### src/rtl/mema_load_sched.sv
// A-operand buffer sequencer: loads DIM rows over valid/ready, then streams
// the skewed FIFO bank for STREAM_N enabled cycles and pulses done.
module mema_load_sched #(
    parameter int unsigned BITS_AB  = 8,
    parameter int unsigned DIM      = 8,
    parameter int unsigned STREAM_N = 3*DIM-1
) (
    input  logic                      clk,
    input  logic                      rst_n,
    input  logic                      start,
    input  logic                      abort,
    input  logic                      stall,
    input  logic                      row_valid,
    input  logic signed [BITS_AB-1:0] row_data [DIM-1:0],
    output logic                      row_ready,
    output logic signed [BITS_AB-1:0] Ain [DIM-1:0],
    output logic [$clog2(DIM)-1:0]    Arow,
    output logic                      WrEn,
    output logic                      en,
    output logic                      busy,
    output logic                      done
);

    localparam int unsigned AW = $clog2(DIM);
    localparam int unsigned SW = $clog2(STREAM_N);

    typedef enum logic [1:0] {
        IDLE   = 2'd0,
        LOAD   = 2'd1,
        STREAM = 2'd2,
        DONE   = 2'd3
    } state_t;

    state_t          state;
    logic [AW-1:0]   row_cnt;
    logic [SW-1:0]   strm_cnt;

    // Row data goes straight to the buffer; only the row select is sequenced.
    assign Ain = row_data;

    // Handshake and enables are gated by abort so a cancel never commits a write or shift.
    always_comb begin
        row_ready = (state == LOAD) && !abort;
        WrEn      = row_valid && row_ready;
        en        = (state == STREAM) && !stall && !abort;
        busy      = (state == LOAD) || (state == STREAM);
        done      = (state == DONE);
        Arow      = row_cnt;
    end

    // Job sequencer: counts accepted rows, then enabled stream cycles.
    always_ff @(posedge clk or negedge rst_n) begin
        if (!rst_n) begin
            state    <= IDLE;
            row_cnt  <= '0;
            strm_cnt <= '0;
        end else if (abort) begin
            state    <= IDLE;
            row_cnt  <= '0;
            strm_cnt <= '0;
        end else begin
            case (state)
                IDLE: begin
                    if (start) begin
                        state   <= LOAD;
                        row_cnt <= '0;
                    end
                end
                LOAD: begin
                    if (WrEn) begin
                        if (row_cnt == AW'(DIM-1)) begin
                            state    <= STREAM;
                            row_cnt  <= '0;
                            strm_cnt <= '0;
                        end else begin
                            row_cnt <= row_cnt + AW'(1);
                        end
                    end
                end
                STREAM: begin
                    if (!stall) begin
                        if (strm_cnt == SW'(STREAM_N-1)) begin
                            state    <= DONE;
                            strm_cnt <= '0;
                        end else begin
                            strm_cnt <= strm_cnt + SW'(1);
                        end
                    end
                end
                DONE: begin
                    state <= IDLE;
                end
                default: begin
                    state <= IDLE;
                end
            endcase
        end
    end

endmodule

### config.mk
export PLATFORM = sky130hd
export DESIGN_NAME = mema_load_sched
export DESIGN_NICKNAME = d
export VERILOG_FILES = /design/src/rtl/mema_load_sched.sv
export SDC_FILE = /design/constraint.sdc
export NUM_CORES = 1
export LEC_CHECK = 0
export ABC_CLOCK_PERIOD_IN_PS = 1600
export CAP_MARGIN = 20
export CELL_PAD_IN_SITES_DETAIL_PLACEMENT = 1
export CELL_PAD_IN_SITES_GLOBAL_PLACEMENT = 2
export CORE_ASPECT_RATIO = 1.75
export CORE_UTILIZATION = 12
export CTS_CLUSTER_SIZE = 25
export DETAILED_ROUTE_END_ITERATION = 6
export PLACE_DENSITY = 0.87
export SYNTH_ARGS = -nofsm -noshare
export SYNTH_HDL_FRONTEND = slang
export SYNTH_SLANG_ARGS = --single-unit
### constraint.sdc
create_clock -name clk -period 1.6 [get_ports clk]
set_input_delay 0.4 -clock clk [delete_from_list [all_inputs] [get_ports clk]]
set_output_delay 0.4 -clock clk [all_outputs]
set_load 0.05 [all_outputs]
======== Yosys cells after proc, flatten, opt, wreduce, memory -nomap -nowiden ========
Index checks and enable logic that the tools add are counted.
word-level totals
  output and inout bits ................... 72
  logic and storage cells ................. 46
  bits in registers ....................... 10
operators by class
  reductions and logical operators ........ 13
  mux-type cells .......................... 18
  eq/ne operators ......................... 10
  $add $sub $neg .......................... 2
operators with widths
  kind                   count
  $mux W5                5
  $mux W2                6
  $mux W3                4
  $pmux W5 S2            1
  $ne A3 B3 Y1 const B   3
  $pmux W2 S4            1
  $ne A3 B2 Y1 const B   2
  $pmux W3 S2            1
  $reduce_bool A3 Y1     2
  $add A5 B1 Y5 const B  1
  $eq A5 B5 Y1 const B   1
  $reduce_and A5 Y1      1
  $eq A2 B2 Y1 const B   2
  $logic_and A1 B1 Y1    4
  $reduce_and A4 Y1      1
  $add A3 B1 Y3 const B  1
  $eq A3 B3 Y1 const B   1
  $reduce_and A3 Y1      1
  $eq A2 B1 Y1 const B   1
  $logic_not A1 Y1       2
  $logic_not A2 Y1       1
  $logic_or A1 B1 Y1     1

======== Depth between registers and ports, before layout ========
Gate-level depths: netlist of the first run.
  word-level depth ........................ 6
  depth in mapped cells ................... 6
  gate-level depth less buffers ........... 6

======== Worst setup path after synthesis of the first run ========
OpenSTA, ideal clock, no wires.
  kind .................................... flip-flop to output port
  from .................................... reg state[1]
  to ...................................... out WrEn
  data required time ...................... 1.200 ns
  arrival time ............................ 1.963 ns
  path buffers ............................ 0
  slack ................................... -0.763 ns
  stages on the path, launching flop included .. 5
  path through ............................ dfrtp_1 -> inv_1 -> ha_1 -> nor2b_1 -> and2_1
between the ends
  cells in the longest elaborated chain, start to end .. 3
RTL lines
  what                      line  RTL
  start: declaration        34    state_t state;
  start signal: assignment  54    state <= IDLE;
  start signal: assignment  58    state <= IDLE;
  start signal: assignment  65    state <= LOAD;
  $eq A2 B1 Y1              43    row_ready = (state == LOAD) && !abort;
  $logic_and A1 B1 Y1       43
  via row_ready             15    output logic row_ready,
  $logic_and A1 B1 Y1       44    WrEn = row_valid && row_ready;
  end: declaration          18    output logic WrEn,
The timed path passes the listed nets, and every way through them passes these cells.

======== Worst setup path after layout of the first run ========
  from .................................... in stall
  to ...................................... out en
between the ends
  cells in the longest elaborated chain, start to end .. 3
RTL lines
  what                              line  RTL
  start: declaration                12    input logic stall,
  $logic_not A1 Y1                  n/a
  $logic_and A1 B1 Y1 (2 in a row)  45    en = (state == STREAM) && !stall && !abort;
  end: declaration                  19    output logic en,
Every way passes these cells.

==> results of run 1 <==
-- layout make-up --
class                   count  area [um^2]
multi-input cells          51          547
flip-flops and latches     10          254
clock buffers               4         78.8
fillers                  1047         7750
inverters                   6         22.5
well taps                 120          150
repair buffers             30          348
-- power by group through the flow --
stage	registers, mW	logic [mW]	clock network (mW)
2_1_floorplan	0.347	0.924	0
3_3_place_gp	0.326	0.919	0
3_5_place_dp	0.326	0.943	0
4_1_cts	0.337	1.13	0.470
5_1_grt	0.341	1.48	0.485
6_report	0.333	1.39	0.469
-- kinds of logic (layout without fill, tap and decap cells) --
group | Yosys count | in the layout
multiplexers | 1 | 1
AND/OR/NAND/NOR | 26 | 26
AO/OA/AOI/OAI | 16 | 16
adder cells (fa/ha/maj) | 8 | 8
flip-flops | 10 | 10
buffers and inverters | 70 | 40
-- metrics by stage --
| step | hold WS [ps] | setup WS (ps) | TNS, ps | utilization, % | cells |
|---|---|---|---|---|---|
| 3_3_place_gp | 527 | -272 | -2600 | 12.2 | 209 |
| 3_5_place_dp | 548 | -303 | -2690 | 12.2 | 209 |
| 2_1_floorplan | 104 | -180 | -463 | - | 131 |
| 5_1_grt | 541 | -156 | -1470 | 15.3 | 221 |
| 6_report | 501 | -131 | -589 | 15.3 | 221 |
| 4_1_cts | 522 | -144 | -550 | 14.1 | 218 |
-- sequential cells by signal, summed over array words and instances (netlist names) --
register and count:
Arow 3, strm_cnt 5, state 2
-- layout by cell type (no fill, tap or decap), types with 2 or more instances in the layout --
master,n
inv_1,4
inv_2,2
nand3b_1,3
ha_1,3
buf_4,14
a21oi_1,2
ha_2,2
buf_6,3
nand2_1,4
buf_12,8
dfrtp_2,3
dfrtp_1,7
o21ai_1,2
clkdlybuf4s50_1,4
ha_4,3
nand3_1,3
o311ai_4,2
a22o_1,3
clkbuf_16,3
-- worst register-to-register path, delay by kind of cell (launching register included) --
family	cells	cell delay, ps
AOI/OAI and AO/OA	3	480
and+or+nand+nor	1	240
buffers and inverters	2	300
DFF	1	400
adders and majority gates	1	160
-- layer usage --
layer / up-vias / track usage [%] / part of all wire (%)
met2: 29 / 9.30 / 46
met1: 331 / 6.00 / 32
met4: 0 / 8.82 / 12
met5: - / 0 / 0
met3: 47 / 0.997 / 10
li1: 308 / - / -
-- worst paths after layout --
kind / end / start / cells after the start / slack (ps)
worst max-delay path: en / stall / 3 / -130
worst min-delay path: strm_cnt[2] / rst_n / 1 / 500
worst max register to register: strm_cnt[3] / state[1] / 7 / -60
worst min register to register: strm_cnt[0] / strm_cnt[0] / 1 / 550
max in group asynchronous: Arow[1] / rst_n / 1 / 720
min in group clk: strm_cnt[0] / strm_cnt[0] / 1 / 550
-- what timing repair did --
action | 4_1_cts | 5_1_grt
gates resized for setup | 15 | 16
pin swaps | 3 | 6
buffers inserted | 5 | 3
setup endpoints to repair | 12 | 15
endpoints found under the hold margin | 0 | 0
==> key figures, run 1 <==
Status
  • Status: complete, but fails checks
  • Failing checks: setup timing

Logic synthesis
  • Ys async rst share: 100%
  • Mapped Area: 1140 um^2
  • XOR/XNOR Fraction of Synth Area: 0%
  • EDFF count, synth: 0
  • Synth Area in Compound Gates: roughly a tenth
  • Post-Syn Instances: between 100 and 150
  • Synth Area in Adders: approximately 8.8%
  • Most frequent cells after synthesis: 64 x buf_4, 10 x dfrtp_1, 8 x ha_1
  • Yosys warnings: 0
  • Share of the synthesized area in the top cell type: 42.1%
  • Cell taking the most area after synthesis: buf_4
  • Post-synth cell types: 30
  • Top-count cell post-synth: buf_4
  • Mux cell area share after synthesis: 0.987%
  • Avg Cell Area, Syn: 8.71 um^2
  • Simple-Gate Fraction of Synth Area: 13.7%
  • Sequential area share after synthesis: between 20% and 30%
  • Syn nets: between 200 and 250
  • Flops & latches, synth: 10
  • Largest family of logic cells by synthesized area: buffers and inverters
  • Commonest register cell after synthesis: dfrtp_1
  • Area contributors post-synth: buf_4 42%, dfrtp_1 22%, ha_1 8.8%

Timing
  • RSZ-0062 raised after global routing: true
  • Final Hold Vio Count: 0
  • Fin. max-slew vios: 0
  • Setup ws final: -131 ps
  • Worst Tran Pin Value: a little over 500 ps
  • Tmin final: approximately 1700 ps
  • Clk_skew: roughly 1.7 ps
  • Max Clk Rate: approximately 0.58 GHz
  • Fin crit share: 108%
  • Max_slew headroom: 65.7%
  • Final setup fails: 9

Worst setup path
  • Startpoint types: input pin
  • WP data arrival: roughly 1300 ps
  • Crit path cell chain: clkdlybuf4s50_1 > nor3b_4 > buf_12
  • CP max FO: 2
  • Worst path slowest cell: clkdlybuf4s50_1
  • Crit Path Class: in2out
  • Crit path largest cell delay: ~500 ps
  • Critical Path RT: about 1200 ps
  • WP buf/inv: 2
  • CP top delay family: buffers and inverters
  • CP Capture Type: primary output

Placed design
  • Detail Placement HPWL: slightly above 2 mm
  • Number of port buffers: 13
  • GP Congestion: just over 0.7
  • Post-DP Area: between 1000 and 1500 um^2

Floorplan
  • Die area: 9920 um^2
  • Die Ht: between 100 and 150 um
  • Die X: ~76 um
  • Row cnt: 46
  • IO Count: about 140
  • Initial Util: around 12%
  • Core area: between 9000 and 10000 um^2

Pwr
  • Logic gate share of total power: 63.4%
  • Tot Pwr: 2.19 mW
  • Sw Pwr: 836 uW
  • Sequential power share: 15.2%
  • PwrDens: 1560 nW/um^2
  • Clk pwr share: 21.4%
  • Leak: between 0.5 and 0.6 nW
  • P_int: roughly 1.4 mW
  • Sw Ratio: 38.2%
  • Worst VDD drop: roughly 0.0004 V

Clock network
  • CTS tree: done
  • Hold Buf Count CTS: 0
  • Worst-Skew Late Latency: approximately 240 ps
  • CTS max path bufs: 2
  • H-tree depth: 1
  • CTS buffer count: 3
  • Reg clk slew, reported paths: approximately 40 ps
  • Clock root cell: clkbuf_16
  • Clock sinks: 10

Route
  • Vias per cell: 3.24
  • Starting DRT DRC Count: 20
  • Remaining antenna violation count: 0
  • Router iterations before antenna repair: 2
  • Total wire length: about 2.9 mm
  • Via count: around 700
  • Wire per inst: approximately 13 um
  • DR DRC count: 0

Flow run
  • Max-cap violations: 0

GRT
  • Largest net degree at the start of global routing: 11
  • Vias in the first global route: approximately 810
  • Grt total ovfl: 0
  • Initial antenna violation count: 0
  • Global-route wire length before repair: around 4.5 mm
  • Total GRT Usage: 6.19%

Final layout
  • Antenna Cells: 0
  • Nets@finish: between 150 and 200
  • Final Cell Area: about 1400 um^2
  • Share of layout cells above drive strength 1: 52.5%
  • Layout area overhead: 22.7%

Min path
  • Worst Hold Class: in2async
Power figures use the tool's default switching activity.
==> run 2, diff against run 1 <==
--- a/config.mk
+++ b/config.mk
@@ -13,7 +13,7 @@
 export CORE_UTILIZATION = 12
 export CTS_CLUSTER_SIZE = 25
 export DETAILED_ROUTE_END_ITERATION = 6
-export PLACE_DENSITY = 0.87
+export PLACE_DENSITY_LB_ADDON = 0.1
 export SYNTH_ARGS = -nofsm -noshare
 export SYNTH_HDL_FRONTEND = slang
 export SYNTH_SLANG_ARGS = --single-unit
==> key figures, run 2 (synthesized netlist as in run 1, its figures left out) <==
Status
  • Status: complete, but fails checks
  • Failing checks: setup timing

Route
  • Starting DRT DRC Count: 22
  • Via count: 719
  • DR DRC count: 0
  • Vias per cell: roughly 3.1
  • Wire per inst: around 12 um
  • Router iterations before antenna repair: 4
  • Total wire length: 2.73 mm
  • Remaining antenna violation count: 0

Pwr
  • Leak: between 0.6 and 0.7 nW
  • Worst VDD drop: ~0.0008 V
  • PwrDens: between 1000 and 1500 nW/um^2

Timing
  • Setup ws final: -162 ps
  • Max Clk Rate: approximately 0.57 GHz
  • Worst Tran Pin Value: 302 ps
  • Final setup fails: 11
  • Final Hold Vio Count: 0
  • Fin. max-slew vios: 0
  • Clk_skew: between 3 and 4 ps
  • RSZ-0062 raised after global routing: true
  • Max_slew headroom: 79.9%
  • Fin crit share: 110%
  • Setup TNS: -629 ps
  • Tmin final: between 1500 and 2000 ps

Worst setup path
  • Critical Path RT: between 1000 and 1500 ps
  • CP max FO: 2
  • Worst r2r src: state[1]
  • Crit path largest cell delay: 470 ps
  • Crit path cell chain: clkdlybuf4s50_1 > nor3b_4 > buf_12
  • WP data arrival: around 1400 ps
  • Crit Path Class: in2out
  • R2R Path End: strm_cnt[1]
  • R2R setup slack: -40 ps
  • Worst path slowest cell: clkdlybuf4s50_1
  • CP top delay family: buffers and inverters
  • CP Capture Type: primary output
  • WP buf/inv: 2
  • Cell count of the worst reg-to-reg path: 8
  • Startpoint types: input pin

Clock network
  • Reg clk slew, reported paths: approximately 40 ps
  • CTS max path bufs: 2
  • Clock sinks: 10
  • CTS tree: done
  • Worst-Skew Late Latency: 240 ps
  • CTS buffer count: 3
  • Clock root cell: clkbuf_16
  • H-tree depth: 1

Placed design
  • Placed cells: 222
  • Detail Placement HPWL: 2.19 mm
  • GP Congestion: 0.628
  • Number of port buffers: 13
  • Post-DP Area: roughly 1200 um^2

GRT
  • Initial antenna violation count: 0
  • Global-route wire length before repair: 4.34 mm
  • Grt met1 use: approximately 6.6%
  • Vias in the first global route: about 840
  • Grt met2 use: ~10%
  • Largest net degree at the start of global routing: 11
  • Met3 usage: 2.61%
  • Total GRT Usage: between 6 and 7%
  • Grt total ovfl: 0
  • Global route hottest layer: met2

Final layout
  • Antenna Cells: 0
  • Fin cells: between 200 and 250
  • Final Cell Area: between 1000 and 1500 um^2
  • Most frequent cells in the layout: 24 x buf_4, 8 x buf_12, 6 x dfrtp_1
  • Nets@finish: ~190
  • Share of layout cells above drive strength 1: 58.0%
  • Layout area overhead: 28.5%
  • Most common cell after layout, fill and taps aside: buf_4
  • Largest register FFs: 5
  • Most flop-heavy register: strm_cnt

Min path
  • Worst Hold Class: in2async

Floorplan
  • Die X: between 70 and 80 um
  • Initial Util: 12.5%
  • IO Count: around 140
  • Core area: roughly 9200 um^2
  • Row cnt: 46
  • Die Ht: 131 um
  • Die area: between 9000 and 10000 um^2

Flow run
  • Max-cap violations: 0
## run 2: what timing repair did
item                       CTS  global route
buffers inserted             4             3
pin swaps                    6             4
gates resized for setup     23             7
hold buffers                 0             0
setup endpoints to repair   14            15
## run 2: worst register-to-register path, cell delays in order (launching register included)
cell and delay [ps]:
dfrtp_2 430, buf_6 130, ha_4 150, buf_4 130, or2_4 230, a31oi_4 230, buf_6 140, nand2_2 50
o31ai_2 60
## run 2: area by class of cell
type                       instances  area [um^2]
fill                            1037         7680
multi-input combinational         51          526
timing repair buffer              41          434
sequential                        10          255
tap                              120          150
clock buffer                       4         78.8
inverter                           6         22.5
## run 2: per-layer routing
metal	share of wire [%]	up-vias
li1	-	332
met1	37	335
met2	52	46
met3	9.0	6
met4	2.3	0
met5	0	-
## run 2: worst max-delay path by stage
| stage | startpoint | slack (ps) | cells after the start | to |
|---|---|---|---|---|
| 3_3_place_gp | abort | -370 | 5 | state[1] |
| 5_1_grt | state[0] | -200 | 4 | en |
| 2_1_floorplan | state[0] | -180 | 6 | strm_cnt[4] |
| 4_1_cts | state[1] | -180 | 4 | en |
| 3_5_place_dp | abort | -390 | 5 | state[1] |
| 6_report | stall | -160 | 3 | en |
## run 2: stage by stage
step / total power, mW / utilization [%] / worst slack [ps] / hold slack [ps]
global placement: 1.43 / 13.3 / -373 / 528
finish: 2.17 / 16.0 / -162 / 472
floorplan: 1.27 / - / -180 / 104
CTS: 2.16 / 15.5 / -181 / 478
detailed placement: 1.42 / 13.3 / -392 / 542
global route: 2.33 / 16.0 / -199 / 490
## run 2: where the power goes
group          internal, mW  switching (mW)  leakage [nW]
Sequential            0.294          0.0401         0.132
Combinational         0.752           0.631         0.438
Clock                 0.334           0.117        0.0382
Total                  1.38           0.788         0.608
